[config.mk]
export PLATFORM = sky130hd
export DESIGN_NAME = div_19x19_seq
export DESIGN_NICKNAME = d
export VERILOG_FILES = /design/src/rtl/div_19x19_seq.sv
export SDC_FILE = /design/constraint.sdc
export NUM_CORES = 1
export LEC_CHECK = 0
export CAP_MARGIN = 30
export CELL_PAD_IN_SITES_DETAIL_PLACEMENT = 1
export CELL_PAD_IN_SITES_GLOBAL_PLACEMENT = 2
export CORE_MARGIN = 1.5
export CORE_UTILIZATION = 35
export CTS_BUF_LIST = sky130_fd_sc_hd__clkbuf_4 sky130_fd_sc_hd__clkbuf_8
export DETAILED_ROUTE_END_ITERATION = 8
export PLACE_DENSITY_LB_ADDON = 0.1
export REMOVE_ABC_BUFFERS = 1
export SKIP_CTS_REPAIR_TIMING = 1
export SLEW_MARGIN = 20
export SYNTH_ARGS = -nofsm -noshare
export SYNTH_HDL_FRONTEND = slang
export SYNTH_SLANG_ARGS = --single-unit
[constraint.sdc]
create_clock -name clk -period 3.2 [get_ports clk]
set_input_delay 0.48 -clock clk [delete_from_list [all_inputs] [get_ports clk]]
set_output_delay 0.48 -clock clk [all_outputs]
set_load 0.02 [all_outputs]
[src/rtl/div_19x19_seq.sv]
// Sequential restoring divider, signed or unsigned, one quotient bit per cycle.
//
// Ports:
//   clk    - single clock, all state updates on the rising edge
//   reset  - synchronous active-high reset
//   start  - begin a division (sampled only while idle)
//   sign   - 1: two's-complement operands, 0: unsigned (captured with start)
//   A, B   - dividend / divisor (captured with start)
//   Q, R   - registered quotient / remainder, valid from done
//   busy   - high while the division is in progress (CALC and FIX)
//   done   - one-cycle completion pulse
//   dbz    - divide-by-zero flag of the last completed division
//
// Timing: start accepted at cycle T, WIDTH iterations at T+1..T+WIDTH, sign
// fix-up at T+WIDTH+1, done at T+WIDTH+2.
module div_19x19_seq #(
  parameter int unsigned WIDTH = 19
) (
  input  logic             clk,
  input  logic             reset,
  input  logic             start,
  input  logic             sign,
  input  logic [WIDTH-1:0] A,
  input  logic [WIDTH-1:0] B,
  output logic [WIDTH-1:0] Q,
  output logic [WIDTH-1:0] R,
  output logic             busy,
  output logic             done,
  output logic             dbz
);

  localparam int unsigned CntW = (WIDTH > 1) ? $clog2(WIDTH) : 1;

  typedef enum logic [1:0] {
    StIdle,
    StCalc,
    StFix,
    StDone
  } state_e;

  state_e            state_q;
  logic [CntW-1:0]   cnt_q;
  logic [WIDTH-1:0]  rem_q;     // partial remainder
  logic [WIDTH-1:0]  quo_q;     // dividend shifts out the top, quotient bits shift in
  logic [WIDTH-1:0]  div_q;     // |B|
  logic [WIDTH-1:0]  a_raw_q;   // original A, returned as R on divide-by-zero
  logic              sgn_q;
  logic              a_neg_q;
  logic              b_neg_q;
  logic              b_zero_q;

  logic [WIDTH-1:0]  a_abs;
  logic [WIDTH-1:0]  b_abs;
  logic [WIDTH:0]    trial;
  logic [WIDTH:0]    diff;
  logic              ge;
  logic [WIDTH-1:0]  rem_next;
  logic [WIDTH-1:0]  q_fix;
  logic [WIDTH-1:0]  r_fix;

  always_comb begin
    a_abs = (sign && A[WIDTH-1]) ? (~A + 1'b1) : A;
    b_abs = (sign && B[WIDTH-1]) ? (~B + 1'b1) : B;

    // Trial value is one bit wider: 2*rem+1 can exceed WIDTH bits.
    trial    = {rem_q, quo_q[WIDTH-1]};
    diff     = trial - {1'b0, div_q};
    ge       = (trial >= {1'b0, div_q});
    rem_next = ge ? diff[WIDTH-1:0] : trial[WIDTH-1:0];

    q_fix = (sgn_q && (a_neg_q ^ b_neg_q)) ? (~quo_q + 1'b1) : quo_q;
    r_fix = (sgn_q && a_neg_q) ? (~rem_q + 1'b1) : rem_q;
    if (b_zero_q) begin
      q_fix = '1;
      r_fix = a_raw_q;
    end
  end

  always_ff @(posedge clk) begin
    if (reset) begin
      state_q  <= StIdle;
      cnt_q    <= '0;
      rem_q    <= '0;
      quo_q    <= '0;
      div_q    <= '0;
      a_raw_q  <= '0;
      sgn_q    <= 1'b0;
      a_neg_q  <= 1'b0;
      b_neg_q  <= 1'b0;
      b_zero_q <= 1'b0;
      Q        <= '0;
      R        <= '0;
      dbz      <= 1'b0;
      busy     <= 1'b0;
      done     <= 1'b0;
    end else begin
      unique case (state_q)
        StIdle: begin
          done <= 1'b0;
          if (start) begin
            sgn_q    <= sign;
            a_neg_q  <= sign & A[WIDTH-1];
            b_neg_q  <= sign & B[WIDTH-1];
            b_zero_q <= (B == '0);
            a_raw_q  <= A;
            div_q    <= b_abs;
            quo_q    <= a_abs;
            rem_q    <= '0;
            cnt_q    <= CntW'(WIDTH - 1);
            busy     <= 1'b1;
            state_q  <= StCalc;
          end
        end
        StCalc: begin
          rem_q <= rem_next;
          quo_q <= {quo_q[WIDTH-2:0], ge};
          if (cnt_q == '0) begin
            state_q <= StFix;
          end else begin
            cnt_q <= cnt_q - 1'b1;
          end
        end
        StFix: begin
          Q       <= q_fix;
          R       <= r_fix;
          dbz     <= b_zero_q;
          busy    <= 1'b0;
          done    <= 1'b1;
          state_q <= StDone;
        end
        StDone: begin
          done    <= 1'b0;
          state_q <= StIdle;
        end
        default: begin
          busy    <= 1'b0;
          done    <= 1'b0;
          state_q <= StIdle;
        end
      endcase
    end
  end

endmodule

==> results of run 1 <==
==> layout by cell type, fill, tap and decap left out, types with 11 or more instances in the layout <==
cell,netlist,layout
nor2_1,104,104
buf_4,2,23
a311oi_1,14,14
mux2i_1,28,28
inv_1,39,39
clkdlybuf4s50_1,0,81
nor3_1,16,16
nand2b_1,11,11
xnor2_1,41,41
nand2_1,152,152
a31oi_1,19,19
dfxtp_1,128,128
xor2_1,39,39
a211oi_1,23,23
clkbuf_8,1,18
ha_1,29,28
o211ai_1,11,11
o21ai_0,61,61
a21oi_1,90,90
==> state kept, by name (all words and copies together), names as in the netlist, 2 cells and up <==
| register | flops |
|---|---|
| R | 19 |
| rem_q | 19 |
| cnt_q | 5 |
| div_q | 19 |
| Q | 19 |
| state_q | 2 |
| a_raw_q | 19 |
| quo_q | 19 |
==> through the flow <==
| step | power (mW) | setup WS [ps] | instances | hold WS (ps) | area [µm²] |
|---|---|---|---|---|---|
| 2_1_floorplan | 4.69 | 290 | 933 | 426 | 7410 |
| 3_3_place_gp | 5.92 | 537 | 1313 | 440 | 8760 |
| 3_5_place_dp | 5.96 | 515 | 1313 | 447 | 8760 |
| 4_1_cts | 7.38 | 580 | 1344 | 448 | 9140 |
| 5_1_grt | 7.92 | 319 | 1344 | 456 | 9140 |
| 6_report | 7.29 | 599 | 1344 | 450 | 9140 |
==> where the power goes <==
part,switching (mW),leakage (nW),internal [mW]
Clock,0.672,0.191,0.718
Combinational,2.21,2.06,1.44
Sequential,0.308,1.04,1.94
==> worst max-delay path, delay by kind of cell (launching register included) <==
family / cells / cell delay [ps]
AOI/OAI and AO/OA: 4 / 740
and+or+nand+nor: 3 / 670
buffers and inverters: 1 / 120
adders and majority gates: 2 / 650
DFF: 1 / 350
==> path summary, 6_finish.rpt <==
kind                           end  slack [ps]  cells past startpoint
max          rem_q[8]$_SDFFE_PP0P_         600                     10
min          div_q[9]$_SDFFE_PP0P_         450                      2
max reg2reg  rem_q[8]$_SDFFE_PP0P_         600                     10
min reg2reg  div_q[9]$_SDFFE_PP0P_         450                      2
==> logic make-up after synthesis <==
kind of cell | count (synthesis)
and+or+nand+nor | 353
buffers and inverters | 98
muxes | 29
xor gates and xnor gates | 80
DFF | 128
AOI/OAI and AO/OA | 272
adders and majority gates | 30
==> per-layer routing <==
metal / vias to the layer above / global-route usage / part of all wire
met1: 3370 / 0.268 / 0.45
met5: - / 0 / 0
met4: 0 / 0.0694 / 0.016
met2: 104 / 0.389 / 0.51
li1: 3597 / - / -
met3: 24 / 0.0319 / 0.026
==> layout make-up <==
cell class              count  area [µm²]  area share
inverters                  41         154      0.0168
well taps                 275         344      0.0377
flip-flops and latches    128        2560       0.280
repair buffers            105        1000       0.110
multi-input cells         764        4700       0.514
clock buffers              20         263      0.0288
clock inverters            11         116      0.0127
==> metrics.txt, run 1 <==
status=finished clean; max cap viols=0; port buffer count=approximately 80; mapped cell area=roughly 7700 µm²; post-route ant nets=0; Max stage delay on crit path=410 ps; CTS sink count=around 130; Num CTS Buffers=17; Worst-path clk slew=around 70 ps; final WL=23.4 mm; critical path fanouts, max=10; Synth top area share=0.334; syn_area_per_cell=a little under 8 µm²; FF-to-FF Start=quo_q[18]$_SDFFE_PP0P_; global-route wire length before repair=between 30 and 40 mm; predominant post-synthesis flop cell=dfxtp_1; peak supply drop=about 0.23 mV; unrepaired setup endpoints after global routing=false; # rows=53; Relative slew margins=0.552; IO Pins=a little over 80; Data arrival, critical path=2970 ps; dominant cells by area after synthesis=dfxtp_1 (33%), nand2_1 (7.4%), a21oi_1 (5.9%); Via density=~5.3; die footprint=22800 µm²; Hold Startpoint=div_q[9]$_SDFFE_PP0P_; clk buf depth=2; Finished Core Util=0.431; CTS tree=yes; first-pass detailed-route iteration total=4; synth unique cells=between 60 and 70; cell taking the most area after synthesis=dfxtp_1; Synth Area in XOR/XNOR=0.0914; crit start category=register; crit-path cells=inv_1 -> ha_1 -> fa_1 -> nor2b_1 -> o21ai_0 -> nand4_1 -> a21oi_1 -> a21o_1 -> or3_1 -> a31oi_1; core area=roughly 21000 µm²; Die Y=around 150 µm; Peak Freq=approximately 380 MHz; EDFF count, synth=0; H-tree depth=4; CTS root buf=clkbuf_8; Critical Path Start=quo_q[18]$_SDFFE_PP0P_; critical setup path kind=register to register; largest net degree at the start of global routing=55; setup TNS after final layout=0 ps; post-synthesis simple-gate area fraction=0.212; vias in the first global route=7298; nets@finish=about 1100; largest family of logic cells by synthesized area=compound AO/OA/AOI/OAI gates; multiplexer area fraction after synthesis=0.0380; post-synthesis sequential area ratio=0.334; Synth Area in Compound Gates=0.220; Setup Skew=approximately 16 ps; asr flop ratio synth=0; Fillers=approximately 2600; Hold WC Path Type=register to register; worst skew pair latency=450 ps; synthesis-to-finish area growth=19.3%; Gate Count Post-Synth=just under 1000; grt total ovfl=0; endpoints failing setup=0; total number of vias=around 7100; DP HPWL=17.8 mm; Yosys warnings=0; Leakage=3.29 nW; Initial Util=0.361; DRC=0; count leader, synth=nand2_1; Setup crit end kind=register; fin crit share=0.813; Power Dens Cells=~800 nW/µm²; Antenna diodes=0; drt initial violations=~260; Routed WL per cell=roughly 17 µm; initial antenna violation count=0; min cycle time layout=2600 ps; Fin. Hold Viols=0; Pins Over Slew Limit=0; Least-Margin Pin Slew=between 600 and 700 ps; Worst Path Required=between 3000 and 4000 ps; CP max stage cell=fa_1; layout cell share with drive strength beyond 1=0.0674; GRT Overall Usage=0.218; Synth Register Bits=approximately 130; Synth top cells by count=nand2_1 (152), dfxtp_1 (128), nor2_1 (104); post-synthesis adder-cell area fraction=0.0500; RePlAce Congestion=0.795; Die W=151 µm
(Power assumes the default switching activity.)
==> run 2, diff against run 1 <==
- CORE_UTILIZATION: 35 -> 31
- clock period: 3.2 -> 2.38 ns (I/O delays scaled with it)
==> run 2 against run 1 <==
Against the previous run: register-to-register slack lost 490 ps; largest cell class unchanged; critical endpoint is now rem_q[17]$_SDFFE_PP0P_; first-iteration DRC count down 25%; final area is 9.1% higher.
==> metrics.txt, run 2 (synthesis gave the netlist of run 1 again) <==
Data arrival, critical path=2640 ps; max cap viols=0; CP max stage cell=ha_1; worst skew pair latency=around 450 ps; total number of vias=roughly 7300; peak supply drop=0.360 mV; Worst-path clk slew=roughly 80 ps; DRT met1 WL=about 11 mm; Relative slew margins=0.563; Initial Util=0.315; Peak Freq=441 MHz; CTS root buf=clkbuf_8; Antenna diodes=0; Routed WL per cell=approximately 17 µm; Worst R2R Setup Slack=about 110 ps; drt initial violations=192; RePlAce Congestion=~0.79; nets@finish=about 1200; Leakage=3.73 nW; crit start category=register; CP most frequent cell=o211ai_1; CTS sink count=about 130; DP Worst Slack=-145 ps; Die Y=between 150 and 200 µm; Fin. Hold Viols=0; core area=24300 µm²; DP HPWL=between 15 and 20 mm; Fillers=approximately 2900; WHS Path Cells=2; most frequent cells in the layout=nand2_1 (151), dfxtp_1 (126), buf_4 (107); port buffer count=82; Pins Over Slew Limit=0; Final Instance Area=9970 µm²; Power Dens Cells=between 1000 and 1500 nW/µm²; Least-Margin Pin Slew=655 ps; crit path capture=rem_q[17]$_SDFFE_PP0P_; Via density=just under 5; Cells after DPL=~1400; H-tree depth=4; critical path fanouts, max=5; grt total ovfl=0; synthesis-to-finish area growth=30.1%; WP depth=9; CP top delay family=compound AO/OA/AOI/OAI gates; CTS tree=yes; Setup Skew=approximately 14 ps; FF-to-FF Start=div_q[5]$_SDFFE_PP0P_; die footprint=25700 µm²; FF/Latch Area=approximately 2600 µm²; cells on worst reg2reg path=9; min cycle time layout=2270 ps; worst setup margin=roughly 110 ps; initial antenna violation count=0; Worst Path Required=2750 ps; endpoints failing setup=0; first-pass detailed-route iteration total=4; largest net degree at the start of global routing=37; DR top layer=met4; vias in the first global route=7619; IO Pins=83; multi-input logic area=about 4800 µm²; Cell Area, Placed=~9500 µm²; layout cell share with drive strength beyond 1=0.155; Setup crit end kind=register; Hold WC Path Type=primary input to register; final WL=about 25 mm; critical setup path kind=register to register; Num CTS Buffers=17; fin crit share=0.953; GRT Overall Usage=0.198; post-route ant nets=0; met2 WL=between 10 and 15 mm; setup TNS after final layout=0 ps; Max stage delay on crit path=between 300 and 400 ps; # rows=57; reg2reg end=rem_q[17]$_SDFFE_PP0P_; Critical Path Start=div_q[5]$_SDFFE_PP0P_; routed wl met3=513 µm; global-route wire length before repair=between 40 and 50 mm; crit-path cells=inv_1 -> ha_1 -> o21a_1 -> o211ai_1 -> a31oi_2 -> a31oi_1 -> o21ai_1 -> mux2_2 -> o211ai_1; Non-Filler Instances=1480; status=finished clean; commonest non-fill, non-tap cell in the layout=nand2_1; Worst Path Buf+Inv=1; Die W=approximately 160 µm; DRC=0; clk buf depth=2
-- run 2: cell count changes in the layout (fill, tap and decap cells not counted), sizes merged --
cell / delta
buf: +86
clkinvlp: +3
inv: +2
clkinv: -1
clkbuf: -3
-- run 2: final cells by class --
type,count,share of cell area
sequential,128,0.257
multi-input combinational,764,0.480
clock inverter,15,0.0163
inverter,41,0.0157
clock buffer,17,0.0235
tap,324,0.0407
timing repair buffer,191,0.167
-- run 2: power by group --
group          internal (mW)  switching (mW)  total [mW]
combinational           2.47            3.24        5.70
sequential              2.61           0.377        2.99
clock                  0.938           0.980        1.92
total                   6.01            4.59        10.6
-- run 2: worst min-delay path by stage --
stage	startpoint	to	slack, ps
after floorplan	div_q[11]$_SDFFE_PP0P_	div_q[11]$_SDFFE_PP0P_	430
after global placement	div_q[7]$_SDFFE_PP0P_	div_q[7]$_SDFFE_PP0P_	440
after detailed placement	a_raw_q[16]$_SDFFE_PP0P_	a_raw_q[16]$_SDFFE_PP0P_	450
after CTS	reset	done$_SDFFE_PP0P_	290
after global routing	reset	done$_SDFFE_PP0P_	320
final	reset	done$_SDFFE_PP0P_	300
-- run 2: through the flow --
stage | total power [mW] | util | hold slack, ps
floorplan | 6.31 | - | 426
CTS | 10.6 | 0.406 | 288
global route | 11.4 | 0.410 | 321
global placement | 8.53 | 0.390 | 441
detailed placement | 8.60 | 0.390 | 447
finish | 10.6 | 0.410 | 302
-- run 2: routing by layer --
| metal | vias up | track usage |
|---|---|---|
| met3 | 15 | 0.0301 |
| li1 | 3768 | - |
| met2 | 80 | 0.367 |
| met1 | 3472 | 0.241 |
| met4 | 0 | 0.0429 |
| met5 | - | 0 |
==> run 3, diff against run 2 <==
--- a/config.mk
+++ b/config.mk
@@ -12,4 +12,5 @@
 export CORE_UTILIZATION = 31
 export CTS_BUF_LIST = sky130_fd_sc_hd__clkbuf_4 sky130_fd_sc_hd__clkbuf_8
+export CTS_CLUSTER_DIAMETER = 40
 export DETAILED_ROUTE_END_ITERATION = 8
 export PLACE_DENSITY_LB_ADDON = 0.1
==> constraint.sdc (replaced) <==
create_clock -name clk -period 2.38 [get_ports clk]
set_input_delay 0.238 -clock clk [delete_from_list [all_inputs] [get_ports clk]]
set_output_delay 0.238 -clock clk [all_outputs]
set_load 0.02 [all_outputs]
==> run 3 against run 2 <==
Against the previous run: count of clock-buffer cells in the layout stayed put; setup slack worse by 33 ps; largest cell class unchanged; sequential power is essentially flat; clock power up 7%; clock skew grew 5.5 ps; largest power group unchanged; flip-flop and latch count unchanged.
==> metrics.txt, run 3 (synthesis gave the netlist of run 1 again) <==
status=finished clean; largest net degree at the start of global routing=52; Fin. Hold Viols=0; final hold slack=between 100 and 150 ps; Relative slew margins=0.550; CTS root buf=clkbuf_8; DRC=0; CTS tree=yes; max cap viols=0; Initial Util=0.315; Num CTS Buffers=17; Fillers=slightly below 3000; die footprint=approximately 26000 µm²; worst skew pair latency=450 ps; # rows=57; drt initial violations=210; H-tree depth=4; first-pass detailed-route iteration total=4; IO Pins=83; Final Instance Area=between 9000 and 10000 µm²; min cycle time layout=2300 ps; vias in the first global route=between 7000 and 8000; Least-Margin Pin Slew=between 600 and 700 ps; commonest non-fill, non-tap cell in the layout=nand2_1; GRT Overall Usage=0.194; peak supply drop=~0.35 mV; Finished Core Util=0.408; Max stage delay on crit path=~530 ps; port buffer count=82; total number of vias=~7300; Peak Freq=roughly 430 MHz; DP HPWL=between 15 and 20 mm; Setup Skew=roughly 20 ps; Power Dens Cells=about 1100 nW/µm²; Worst-path clk slew=~80 ps; post-route ant nets=0; clk buf depth=2; Routed WL per cell=16.4 µm; critical path fanouts, max=5; Worst Path Required=around 2700 ps; layout cell share with drive strength beyond 1=0.146; RePlAce Congestion=a little under 0.8; synthesis-to-finish area growth=29.4%; Cell Area, Placed=around 9400 µm²; grt total ovfl=0; Die Y=between 150 and 200 µm; CTS sink count=about 130; crit-path cells=ha_1 -> o21a_1 -> o211ai_1 -> a31oi_4 -> a2111oi_1 -> nor2_1 -> xnor2_1 -> o21ai_0; unrepaired setup endpoints after global routing=true; Die W=160 µm; Pins Over Slew Limit=0; critical setup path kind=register to register; Via density=between 4 and 5; initial antenna violation count=1; Hold WC Path Type=primary input to register; nets@finish=~1200; Antenna diodes=0; core area=roughly 24000 µm²; global-route wire length before repair=just under 40 mm; final WL=between 20 and 25 mm; fin crit share=0.966; most frequent cells in the layout=nand2_1 (151), dfxtp_1 (126), nor2_1 (104); endpoints failing setup=0; Data arrival, critical path=~2600 ps; crit start category=register; Setup crit end kind=register; CP max stage cell=a2111oi_1; Leakage=3.69 nW
## run 3: path summary, 6_finish.rpt
kind | from | to | slack, ps | depth (start not counted)
setup / recovery | rem_q[4]$_SDFFE_PP0P_ | rem_q[15]$_SDFFE_PP0P_ | 80 | 8
hold / removal | reset | a_raw_q[0]$_SDFFE_PP0P_ | 120 | 2
hold reg to reg | div_q[13]$_SDFFE_PP0P_ | div_q[13]$_SDFFE_PP0P_ | 460 | 2
setup reg to reg | rem_q[4]$_SDFFE_PP0P_ | rem_q[15]$_SDFFE_PP0P_ | 80 | 8
## run 3: layout make-up
cell class	count	area (µm²)	area share
inverters	41	156	0.0158
clock inverters	15	184	0.0185
repair buffers	178	1580	0.159
clock buffers	17	234	0.0236
multi-input cells	764	4790	0.483
flip-flops and latches	128	2560	0.259
well taps	324	405	0.0409
## run 3: worst max-delay path: cells and delay by family (launching register included)
kind,cells,cell delay [ps]
AO/OA/AOI/OAI,5,1210
flip-flops,1,350
XOR/XNOR,1,150
AND/OR/NAND/NOR,1,110
adder cells (fa/ha/maj),1,380
## run 3: per-layer routing
metal | global-route usage | share of wire
met5 | 0 | 0
met4 | 0.0395 | 0.0078
met2 | 0.357 | 0.51
met3 | 0.0291 | 0.022
met1 | 0.238 | 0.46
## run 3: stage by stage
| step | setup TNS, ps | total power, mW | worst slack, ps | instances |
|---|---|---|---|---|
| 6_report | 0 | 10.6 | 79.8 | 1467 |
| 5_1_grt | -34.4 | 11.5 | -22.4 | 1467 |
| 2_1_floorplan | -12100 | 6.31 | -530 | 933 |
| 3_3_place_gp | -1030 | 8.40 | -120 | 1431 |
| 3_5_place_dp | -2150 | 8.49 | -196 | 1432 |
| 4_1_cts | -2850 | 10.6 | -218 | 1464 |
## run 3: power by group
group	switching (mW)	internal, mW	total, mW
Sequential	0.371	2.61	2.98
Clock	1.00	1.05	2.05
Combinational	3.19	2.40	5.59
Total	4.56	6.06	10.6
